==> config.mk <==
export PLATFORM = sky130hd
export DESIGN_NAME = inst_fetch_flat
export DESIGN_NICKNAME = d
export VERILOG_FILES = /design/src/rtl/inst_fetch_if.sv /design/src/rtl/inst_fetch.sv /design/src/flat_wrapper.sv
export SDC_FILE = /design/constraint.sdc
export NUM_CORES = 1
export LEC_CHECK = 0
export ABC_AREA = 0
export BUFFER_PORTS_ARGS = -buffer_cell sky130_fd_sc_hd__buf_2
export CORE_UTILIZATION = 30
export CTS_BUF_LIST = sky130_fd_sc_hd__clkbuf_16
export DETAILED_ROUTE_END_ITERATION = 7
export PLACE_DENSITY = 0.49
export SLEW_MARGIN = 10
export SYNTH_ARGS = -nofsm -noshare
export SYNTH_HDL_FRONTEND = slang
export SYNTH_SLANG_ARGS = --single-unit
==> constraint.sdc <==
create_clock -name clk -period 1.7 [get_ports clk]
set_input_delay 0.17 -clock clk [delete_from_list [all_inputs] [get_ports clk]]
set_output_delay 0.17 -clock clk [all_outputs]
set_load 0.02 [all_outputs]
==> src/rtl/inst_fetch_if.sv <==
// Instruction memory read bus: request/acknowledge handshake with address and returned word.
interface inst_fetch_if #(
  parameter int ADDR_W = 32,
  parameter int DATA_W = 32
);
  logic              mem_req_o;
  logic [ADDR_W-1:0] mem_addr_o;
  logic              mem_ack_i;
  logic [DATA_W-1:0] mem_rdata_i;

  modport master (
    output mem_req_o,
    output mem_addr_o,
    input  mem_ack_i,
    input  mem_rdata_i
  );

  modport slave (
    input  mem_req_o,
    input  mem_addr_o,
    output mem_ack_i,
    output mem_rdata_i
  );
endinterface

==> src/rtl/inst_fetch.sv <==
// Instruction-fetch stage: reads the word at the PC over a req/ack bus and loads the IF/ID register,
// holding the PC via stall_o until each instruction has been handed to decode.
module inst_fetch #(
  parameter int ADDR_W  = 32,
  parameter int DATA_W  = 32,
  parameter int TIMEOUT = 255
) (
  input  logic              clk,
  input  logic              rst,
  input  logic [ADDR_W-1:0] pc_i,
  input  logic              ce_i,
  input  logic              id_stall_i,
  input  logic              flush_i,
  output logic              stall_o,
  inst_fetch_if.master      mem,
  output logic [ADDR_W-1:0] if_pc_o,
  output logic [DATA_W-1:0] if_inst_o,
  output logic              if_valid_o,
  output logic              fetch_err_o
);

  localparam logic [7:0] TMO = 8'(TIMEOUT);

  typedef enum logic [1:0] {
    S_IDLE,
    S_WAIT,
    S_HOLD
  } state_t;

  state_t            state;
  logic              req_q;
  logic [ADDR_W-1:0] addr_q;
  logic              drop_q;
  logic [7:0]        tcnt;
  logic [ADDR_W-1:0] hold_pc;
  logic [DATA_W-1:0] hold_inst;

  logic              deliver_now;
  logic [ADDR_W-1:0] src_pc;
  logic [DATA_W-1:0] src_inst;

  // Delivery source is the live bus word in WAIT, the hold buffer in HOLD; flush always vetoes.
  always_comb begin
    deliver_now = 1'b0;
    src_pc      = hold_pc;
    src_inst    = hold_inst;
    case (state)
      S_WAIT: begin
        deliver_now = mem.mem_ack_i & ~drop_q & ~flush_i & ~id_stall_i;
        src_pc      = addr_q;
        src_inst    = mem.mem_rdata_i;
      end
      S_HOLD:  deliver_now = ~flush_i & ~id_stall_i;
      default: deliver_now = 1'b0;
    endcase
  end

  assign stall_o        = ce_i & ~deliver_now;
  assign mem.mem_req_o  = req_q;
  assign mem.mem_addr_o = addr_q;

  always_ff @(posedge clk) begin
    if (rst) begin
      state       <= S_IDLE;
      req_q       <= 1'b0;
      addr_q      <= '0;
      drop_q      <= 1'b0;
      tcnt        <= '0;
      hold_pc     <= '0;
      hold_inst   <= '0;
      if_pc_o     <= '0;
      if_inst_o   <= '0;
      if_valid_o  <= 1'b0;
      fetch_err_o <= 1'b0;
    end else begin
      if (deliver_now) begin
        if_pc_o   <= src_pc;
        if_inst_o <= src_inst;
      end

      if (flush_i)
        if_valid_o <= 1'b0;
      else if (deliver_now)
        if_valid_o <= 1'b1;
      else if (!id_stall_i)
        if_valid_o <= 1'b0;

      case (state)
        S_IDLE: begin
          if (ce_i && !flush_i) begin
            addr_q <= pc_i;
            drop_q <= 1'b0;
            tcnt   <= '0;
            req_q  <= 1'b1;
            state  <= S_WAIT;
          end
        end
        S_WAIT: begin
          if (mem.mem_ack_i) begin
            req_q <= 1'b0;
            if (drop_q || flush_i || !id_stall_i) begin
              state <= S_IDLE;
            end else begin
              hold_pc   <= addr_q;
              hold_inst <= mem.mem_rdata_i;
              state     <= S_HOLD;
            end
          end else begin
            if (flush_i) drop_q <= 1'b1;
            if (tcnt != TMO) tcnt <= tcnt + 8'd1;
            // Flag on the same edge the count reaches TIMEOUT.
            if (tcnt >= TMO - 8'd1) fetch_err_o <= 1'b1;
          end
        end
        S_HOLD: begin
          if (flush_i || !id_stall_i) state <= S_IDLE;
        end
        default: state <= S_IDLE;
      endcase
    end
  end

endmodule
==> src/flat_wrapper.sv <==
// flat-port wrapper written by rule: the top's interface ports become plain ports
module inst_fetch_flat 
#(
  parameter int ADDR_W  = 32,
  parameter int DATA_W  = 32,
  parameter int TIMEOUT = 255
)
  (clk, rst, pc_i, ce_i, id_stall_i, flush_i, stall_o, if_pc_o, if_inst_o, if_valid_o, fetch_err_o, mem_mem_req_o, mem_mem_addr_o, mem_mem_ack_i, mem_mem_rdata_i);
  inst_fetch_if #(.ADDR_W(ADDR_W), .DATA_W(DATA_W)) mem_i ();
  input  logic clk;
  input  logic rst;
  input  logic [ADDR_W-1:0] pc_i;
  input  logic ce_i;
  input  logic id_stall_i;
  input  logic flush_i;
  output logic stall_o;
  output logic [ADDR_W-1:0] if_pc_o;
  output logic [DATA_W-1:0] if_inst_o;
  output logic if_valid_o;
  output logic fetch_err_o;
  output wire logic [$bits(mem_i.mem_req_o)-1:0] mem_mem_req_o;
  output wire logic [$bits(mem_i.mem_addr_o)-1:0] mem_mem_addr_o;
  input wire logic [$bits(mem_i.mem_ack_i)-1:0] mem_mem_ack_i;
  input wire logic [$bits(mem_i.mem_rdata_i)-1:0] mem_mem_rdata_i;
  assign mem_mem_req_o = mem_i.mem_req_o;
  assign mem_mem_addr_o = mem_i.mem_addr_o;
  assign mem_i.mem_ack_i = mem_mem_ack_i;
  assign mem_i.mem_rdata_i = mem_mem_rdata_i;
  inst_fetch #(.ADDR_W(ADDR_W), .DATA_W(DATA_W), .TIMEOUT(TIMEOUT)) u_core (.clk(clk), .rst(rst), .pc_i(pc_i), .ce_i(ce_i), .id_stall_i(id_stall_i), .flush_i(flush_i), .stall_o(stall_o), .mem(mem_i), .if_pc_o(if_pc_o), .if_inst_o(if_inst_o), .if_valid_o(if_valid_o), .fetch_err_o(fetch_err_o));
endmodule
# Word-level counts from Yosys, hierarchy flattened

Index checks and enable logic that the tools add are counted.

Logic and storage cells: 71
Input port bits: 70
Register bits: 174

Add/subtract/negate cells: 1
Muxes and demuxes: 21
Equal/unequal tests: 10
$lt $le $gt $ge: 1
Bitwise gates (word level): 11
Reductions and logical operators: 16

Operator list:

| cell                                                  | number |
|---|---|
| 2-to-1 mux 32 bit                                     | 2 |
| 2-to-1 mux 8 bit                                      | 3 |
| case mux 8 bit (2 select lines)                       | 1 |
| AND reduction 3 bit                                   | 4 |
| adder 8 x 1 -> 8 bit, second input constant           | 1 |
| >= comparator 8 bit, second input constant            | 1 |
| 2-to-1 mux 2 bit                                      | 4 |
| inequality test 2 x 1 -> 1 bit, second input constant | 4 |
| inequality test 8 bit, second input constant          | 1 |
| AND reduction 4 bit                                   | 2 |
| 2-to-1 mux 1 bit                                      | 7 |
| inequality test 2 bit, second input constant          | 3 |
| inverter 1 bit                                        | 6 |
| case mux 1 bit (2 select lines)                       | 3 |
| case mux 2 bit (3 select lines)                       | 1 |
| AND 1 bit                                             | 5 |
| logical OR 1 bit                                      | 3 |
| == test 2 x 1 -> 1 bit, second input constant         | 1 |
| == test 2 bit, second input constant                  | 1 |
| logical NOT 1 bit                                     | 2 |
| logical NOT 2 bit                                     | 1 |
| AND reduction 2 bit                                   | 1 |
| nonzero test 2 bit                                    | 1 |
| OR reduction 2 bit                                    | 1 |
| logical AND 1 bit                                     | 1 |

# Longest topological paths before layout

Gate-level depths: netlist (run 1).

Depth after elaboration: 7
Gate-level depth with buffers: 9
Mapped depth without buffers: 6

# Least setup slack after synthesis (run 1)

No wires, ideal clock.

Path type: flip-flop to flip-flop
Start: reg u_core.state[1]
End: reg u_core.tcnt[5]
Stages on the path, launching flop included: 8
Setup slack: -0.131 ns
Arrival: 1.757 ns
Library setup time: 0.074 ns
Period minus slack after synthesis: 1.831 ns
Cells stage by stage: dfxtp_1 -> inv_1 -> ha_1 -> buf_2 -> nand2b_4 -> a22o_4 -> or4_1 -> a31oi_1

Cells in the longest elaborated chain, start to end: 3
Elaborated cells on any way between the ends: 8
Classes of those cells: 4 x eq/ne; 1 x mux; 3 x reduce/logical

Ends and longest elaborated chain:

| what                                                                    | RTL line          | source |
|---|---|---|
| start, declared                                                         | inst_fetch.sv:30  | `state_t state;` |
| start signal, assigned                                                  | inst_fetch.sv:64  | `state <= S_IDLE;` |
| start signal, assigned                                                  | inst_fetch.sv:95  | `state <= S_WAIT;` |
| start signal, assigned                                                  | inst_fetch.sv:102 | `state <= S_IDLE;` |
| == test 2 x 1 -> 1 bit or logical NOT 2 bit (tied branches)             | inst_fetch.sv:88  | `case (state)` |
| inequality test 2 x 1 -> 1 bit (no source line) (tied with other cells) | -                 |  |
| AND reduction 4 bit (no source line)                                    | -                 |  |
| end signal, assigned                                                    | inst_fetch.sv:110 | `if (tcnt != TMO) tcnt <= tcnt + 8'd1;` |
| end, declared                                                           | inst_fetch.sv:34  | `logic [7:0] tcnt;` |

Parallel ways exist; a longest one is shown, timed or not.
A chain may end at the register's enable or synchronous reset.

# Worst setup path after layout (run 1)

Start: reg u_core.state[1]
End: out stall_o

Cells in the longest elaborated chain, start to end: 4
Elaborated cells on any way between the ends: 5
Classes of those cells: 2 x eq/ne; 1 x mux; 2 x bitwise

Ends and longest elaborated chain:

| what                                                    | RTL line           | source |
|---|---|---|
| == test 2 bit or == test 2 x 1 -> 1 bit (tied branches) | inst_fetch.sv:47   | `case (state)` |
| case mux 1 bit (2 select lines) *                       | inst_fetch.sv:47   |  |
| inverter 1 bit *                                        | inst_fetch.sv:58   | `assign stall_o = ce_i & ~deliver_now;` |
| AND 1 bit *                                             | inst_fetch.sv:58   |  |
| end, declared                                           | flat_wrapper.sv:16 | `output logic stall_o;` |

Mark *: on every way between the ends. The rest lies on a longest branch, timed or not.

==> results_dict.tcl, run 1 <==
set metrics [dict create \
    gp_congestion 0.7385 \
    whs_ns 0.02944 \
    io_pins 170 \
    path_cells "inv_4 -> ha_4 -> o211a_4 -> nor2b_1 -> buf_4" \
    die_area_um2 23550 \
    holdPathStages 2 \
    fin_crit_ns 1.646 \
    setup_ws_ns 0.05426 \
    ant_nets 0 \
    place_area_um2 8193 \
    worst_pin_slew_ns 0.5376 \
    viasPerCell 4.644 \
    fin_tns_setup_ns 0 \
    finalHoldViolCount 0 \
    critPathMaxFanout 4 \
    reg2reg_from "u_core.state[0]" \
    drt_iter0_markers 273 \
    cts_buffer_depth 2 \
    synthTopCellsByArea "dfxtp_1 51%, nand2_1 11%, mux2i_1 9.3%, a21oi_1 7.6%, a211oi_1 7.0%" \
    antenna_found_initial 0 \
    cts_buffers 17 \
    synth_area_leader_cell "dfxtp_1" \
    grt_max_degree 79 \
    endpoint_kind "primary output" \
    whs_endpoint "u_core.if_valid_o" \
    htreeDepth 4 \
    fin_crit_sh_pct 96.81 \
    reg2reg_to "u_core.hold_pc[28]" \
    clock_skew_ns 0.01508 \
    cts.sinks 174 \
    num_vias 6163 \
    vdd_drop_max_uv 527.2 \
    worstHoldPathType "input port to flop" \
    wl_per_cell_um 14.17 \
    required_ns 1.53 \
    slew_headroom_pct 64.16 \
    fmax_mhz 607.6 \
    drv_cap 0 \
    dp_slack_ns 0.03242 \
    fp.dieH_um 153.5 \
    clock_latency_ns 0.43 \
    p_total_mw 9.249 \
    timing_worst_setup_path_type "flop to primary output" \
    drt_wl_total_mm 18.81 \
    diodes 0 \
    synth_nets 883 \
    setup_violations 0 \
    fin_cells 1327 \
    synth_seq_cells 174 \
    netlist_instances 808 \
    drc_errors 0 \
    finalMaxSlewViolations 0 \
    grt_pass1_wl_mm 29.71 \
    hp-start "flush_i" \
    track_usage_pct 15.74 \
    cp_slowest_cell "dfxtp_4" \
    cts-root-buf "clkbuf_16" \
    cpPeakStageDelay_ns 0.38 \
    finish.net_count 1105 \
    overflow 0 \
    place_hpwl_mm 11.49 \
    final_cell_area_um2 9584 \
    synth_area_um2 6883 \
    firstDrtPassIters 6 \
    design.core.area_um2 22570 \
    outcome "complete, no violations" \
    start_util_pct 30.49 \
    place_inst 1225 \
    p_per_area_nw_per_um2 965.1 \
    fp-row-count 55 \
    cts_tree "built" \
    drive_gt1_share_pct 24.09 \
    die_w_um 153.5 \
    rsz0062_at_grt "true" \
    p_leak_nw 3.602 \
    reg2regPathDepth 7 \
    utilization_pct 42.46 \
    grt_pass1_vias 5591 \
    yosysSeqAreaShare_pct 50.61 \
    rrSetupSlack_ns 0.06 \
    avgSynthCellArea_um2 8.518 \
    ys_types 35 \
    synth.top_cell.area_share_pct 50.61 \
    cp.arrival_ns 1.48 \
    yosysWarnings 0 \
    synthToLayoutAreaGrowth_pct 39.25 \
    cp-start-kind "flop" \
    portBuffers 169 \
    cts.clk_slew.worst_paths_ns 0.06 \
]
## cell usage after synthesis, drive strengths merged
master   instances
a22o             1
a21oi          105
and4bb           1
o211a            1
nor3b            1
buf             20
a22oi            1
inv              4
dfxtp          174
nand2          198
o21bai           1
nor4             1
o2111ai          1
mux2i           64
clkbuf          42
nand4            7
a31oi            6
nor2            70
or4              2
nor2b            4
nor3             4
a221oi           1
nand4b           1
or2              1
nand3            6
nand2b           7
and2             2
o211ai           2
o21ai            9
nand3b           1
a311oi           1
ha               5
a211oi          64
## routing by layer
metal	wire (µm)	vias up	GRT usage, %
li1	-	3227	-
met1	9481	2777	21.69
met2	8143	137	23.98
met3	908	22	3.799
met4	274	0	5.286
met5	0	-	0
## layout by cell type (no fill, tap or decap), drive strengths merged, types with 3 or more instances in the layout
| cell type | count |
|---|---|
| a31oi | 6 |
| dlygate4sd3 | 64 |
| clkbuf | 19 |
| mux2i | 64 |
| ha | 5 |
| dfxtp | 174 |
| a211oi | 64 |
| nor2 | 70 |
| inv | 11 |
| nor2b | 4 |
| buf | 199 |
| nand4 | 7 |
| bufinv | 3 |
| a21oi | 105 |
| nand3 | 6 |
| nand2 | 198 |
| o21ai | 9 |
| nor3 | 4 |
| nand2b | 7 |
## worst max-delay path by stage
stage	end	cells after the start	slack (ns)	from
after floorplan	stall_o	6	0.02	u_core.state[0]
after global placement	u_core.tcnt[5]	5	0.07	u_core.state[0]
after detailed placement	u_core.tcnt[5]	6	0.03	u_core.state[0]
after CTS	stall_o	5	0.02	u_core.state[0]
after global routing	u_core.hold_pc[24]	7	-0.02	u_core.state[0]
final	stall_o	5	0.05	u_core.state[1]
## critical path, delay by kind of cell (launching register included)
family / cells / cell delay [ns]
buffers and inverters: 2 / 0.20
adder cells (fa/ha/maj): 1 / 0.26
AO/OA/AOI/OAI: 1 / 0.17
flip-flops: 1 / 0.38
AND/OR/NAND/NOR: 1 / 0.05
## repair_timing
| action | in CTS | in global routing |
|---|---|---|
| resized for setup | 5 | 10 |
| hold buffers | 64 | 0 |
| buffers inserted | 4 | 3 |
| pin swaps | 2 | 1 |
| cloned | 0 | 2 |
| hold endpoints to repair | 64 | 0 |
| endpoints found under the setup margin | 1 | 65 |
## power by group
| part | internal, mW | total [mW] | switching (mW) |
|---|---|---|---|
| clock network | 2.34 | 4.08 | 1.74 |
| logic | 0.433 | 0.949 | 0.516 |
| registers | 4.16 | 4.23 | 0.0658 |
| total | 6.93 | 9.25 | 2.32 |
## sequential cells by signal (all words and copies together), names as in the netlist
name / flops
u_core.drop_q: 1
u_core.hold_pc: 32
u_core.mem.mem_req_o: 1
u_core.fetch_err_o: 1
u_core.tcnt: 8
u_core.hold_inst: 32
u_core.if_inst_o: 32
u_core.if_pc_o: 32
u_core.state: 2
u_core.if_valid_o: 1
u_core.mem.mem_addr_o: 32
## area by class of cell
cell class / instances / area [µm²]
Fill cell: 2283 / 12990
Timing Repair Buffer: 265 / 1916
Multi-Input combinational cell: 568 / 3201
Clock inverter: 14 / 180.2
Tap cell: 285 / 356.6
Clock buffer: 17 / 425.4
Sequential cell: 174 / 3488
Inverter: 4 / 17.52
## kinds of logic after synthesis
logic type / after synthesis / share of synthesized area (%)
simple gates: 306 / 18.20
compound gates: 193 / 17.03
flops: 174 / 50.61
buf+inv: 66 / 3.945
mux: 64 / 9.307
fa+ha+maj: 5 / 0.9089
No activity file was read; power rests on OpenSTA's default activity.
==> run 2, diff against run 1 <==
--- a/config.mk
+++ b/config.mk
@@ -10,6 +10,7 @@
 export CORE_UTILIZATION = 30
 export CTS_BUF_LIST = sky130_fd_sc_hd__clkbuf_16
 export DETAILED_ROUTE_END_ITERATION = 7
+export GPL_TIMING_DRIVEN = 0
 export PLACE_DENSITY = 0.49
 export SLEW_MARGIN = 10
 export SYNTH_ARGS = -nofsm -noshare
==> run 2 against run 1 <==
  * Global-route usage up 3.0 points
  * The run now ends with setup timing left
  * Setup slack worse by 0.31 ns
  * First-iteration DRC count up 3.3%
  * Die area unchanged
  * Clock skew down 0.0035 ns
  * Largest power group unchanged
  * Hold slack worse by 0.011 ns
==> results_dict.tcl, run 2 (synthesized netlist as in run 1, its figures left out) <==
set metrics [dict create \
    final_cell_area_um2 9946 \
    worstHoldPathType "input port to flop" \
    setup_violations 52 \
    design.core.area_um2 22570 \
    final_common_cell "nand2_1" \
    finalMaxSlewViolations 0 \
    clock_latency_ns 0.43 \
    synthToLayoutAreaGrowth_pct 44.50 \
    htreeDepth 4 \
    p_per_area_nw_per_um2 887.3 \
    overflow 0 \
    ant_nets 0 \
    critPathMaxFanout 3 \
    cts_buffers 17 \
    wl_per_cell_um 15.98 \
    gp_congestion 0.7582 \
    antenna_found_initial 0 \
    fmax_mhz 510.5 \
    grt_max_degree 20 \
    drt_wl_total_mm 21.84 \
    grt.busiest_layer "met2" \
    rsz0062_at_grt "true" \
    finish.net_count 1144 \
    setup_ws_ns -0.2588 \
    violations "setup timing" \
    place_hpwl_mm 14.56 \
    fp-row-count 55 \
    place_inst 1261 \
    firstDrtPassIters 6 \
    cp.arrival_ns 1.79 \
    required_ns 1.53 \
    cts_tree "built" \
    use_met1_pct 24.48 \
    num_vias 6476 \
    cp-start-kind "flop" \
    vdd_drop_max_uv 549.1 \
    cts-root-buf "clkbuf_16" \
    cts_buffer_depth 2 \
    drive_gt1_share_pct 27.08 \
    portBuffers 168 \
    start_util_pct 30.49 \
    track_usage_pct 18.75 \
    drc_errors 0 \
    drv_cap 0 \
    fp.dieH_um 153.5 \
    place_area_um2 8090 \
    p_leak_nw 3.741 \
    diodes 0 \
    timing_worst_setup_path_type "flop to primary output" \
    use_met3_pct 4.366 \
    slew_headroom_pct 50.51 \
    fin_cells 1367 \
    clock_skew_ns 0.01160 \
    fin_crit_sh_pct 115.2 \
    cts.sinks 174 \
    viasPerCell 4.737 \
    outcome "complete, but fails checks" \
    grt_pass1_vias 6207 \
    die_w_um 153.5 \
    cts.clk_slew.worst_paths_ns 0.07 \
    final_cell_mix "197 x nand2_1, 171 x dfxtp_1, 169 x buf_2, 103 x a21oi_1, 68 x nor2_1" \
    worst_pin_slew_ns 0.7423 \
    finalHoldViolCount 0 \
    grt_util_met2_pct 31.14 \
    endpoint_kind "primary output" \
    grt_pass1_wl_mm 34.51 \
    io_pins 170 \
    die_area_um2 23550 \
    fin_crit_ns 1.959 \
    drt_iter0_markers 282 \
]
[run 2: metrics by stage]
stage               power, mW  hold slack, ns  setup TNS [ns]  setup WS [ns]  utilization (%)
finish                  8.825         0.01858          -4.254        -0.2588            44.06
CTS                     8.887        0.004623          -5.348        -0.2820            43.33
global placement        5.124          0.4133          -72.76        -0.6450            35.84
floorplan               4.795          0.2493               0        0.01843                -
global route            9.155         0.01976          -11.81        -0.3054            44.06
detailed placement      5.127          0.4155          -77.33        -0.6831            35.84
[run 2: worst max-delay path: stages (launching register included)]
cell and delay [ns]:
dfxtp_2 0.36, inv_2 0.07, ha_4 0.16, o211a_4 0.24, clkbuf_16 0.15, buf_12 0.12
nor2b_1 0.10, buf_4 0.15
[run 2: layer usage]
| metal | up-vias | share of wire, % |
|---|---|---|
| met5 | - | 0 |
| met4 | 0 | 0.91 |
| met3 | 15 | 4.3 |
| met2 | 139 | 47 |
| met1 | 3012 | 48 |
| li1 | 3310 | - |
[run 2: final timing paths]
| kind | depth (start not counted) | slack, ns | startpoint | endpoint |
|---|---|---|---|---|
| setup reg to reg | 9 | -0.12 | u_core.state[1] | u_core.hold_pc[31] |
| hold reg to reg | 2 | 0.45 | u_core.hold_pc[6] | u_core.hold_pc[6] |
| setup / recovery | 7 | -0.26 | u_core.state[0] | stall_o |
| hold / removal | 3 | 0.02 | pc_i[23] | u_core.mem.mem_addr_o[23] |
[run 2: cell type report]
class / instances / area, µm²
buffer: 61 / 573.1
clock buffer: 17 / 425.4
clock inverter: 15 / 96.34
fill: 2242 / 12630
inverter: 4 / 15.01
multi-input combinational: 568 / 3322
sequential: 174 / 3490
tap: 285 / 356.6
timing repair buffer: 243 / 1668
[run 2: power by group]
group,internal [mW],switching [mW],total (mW)
clock network,1.86,1.71,3.57
logic,0.458,0.564,1.02
registers,4.16,0.0713,4.23
total,6.48,2.34,8.82
[run 2: repair_timing]
action | CTS | global route
gates cloned | 4 | 0
setup endpoints to repair | 172 | 155
gates resized for setup | 102 | 54
hold buffers | 63 | 0
endpoints found under the hold margin | 63 | 0
setup buffers | 8 | 1
pin swaps | 5 | 1
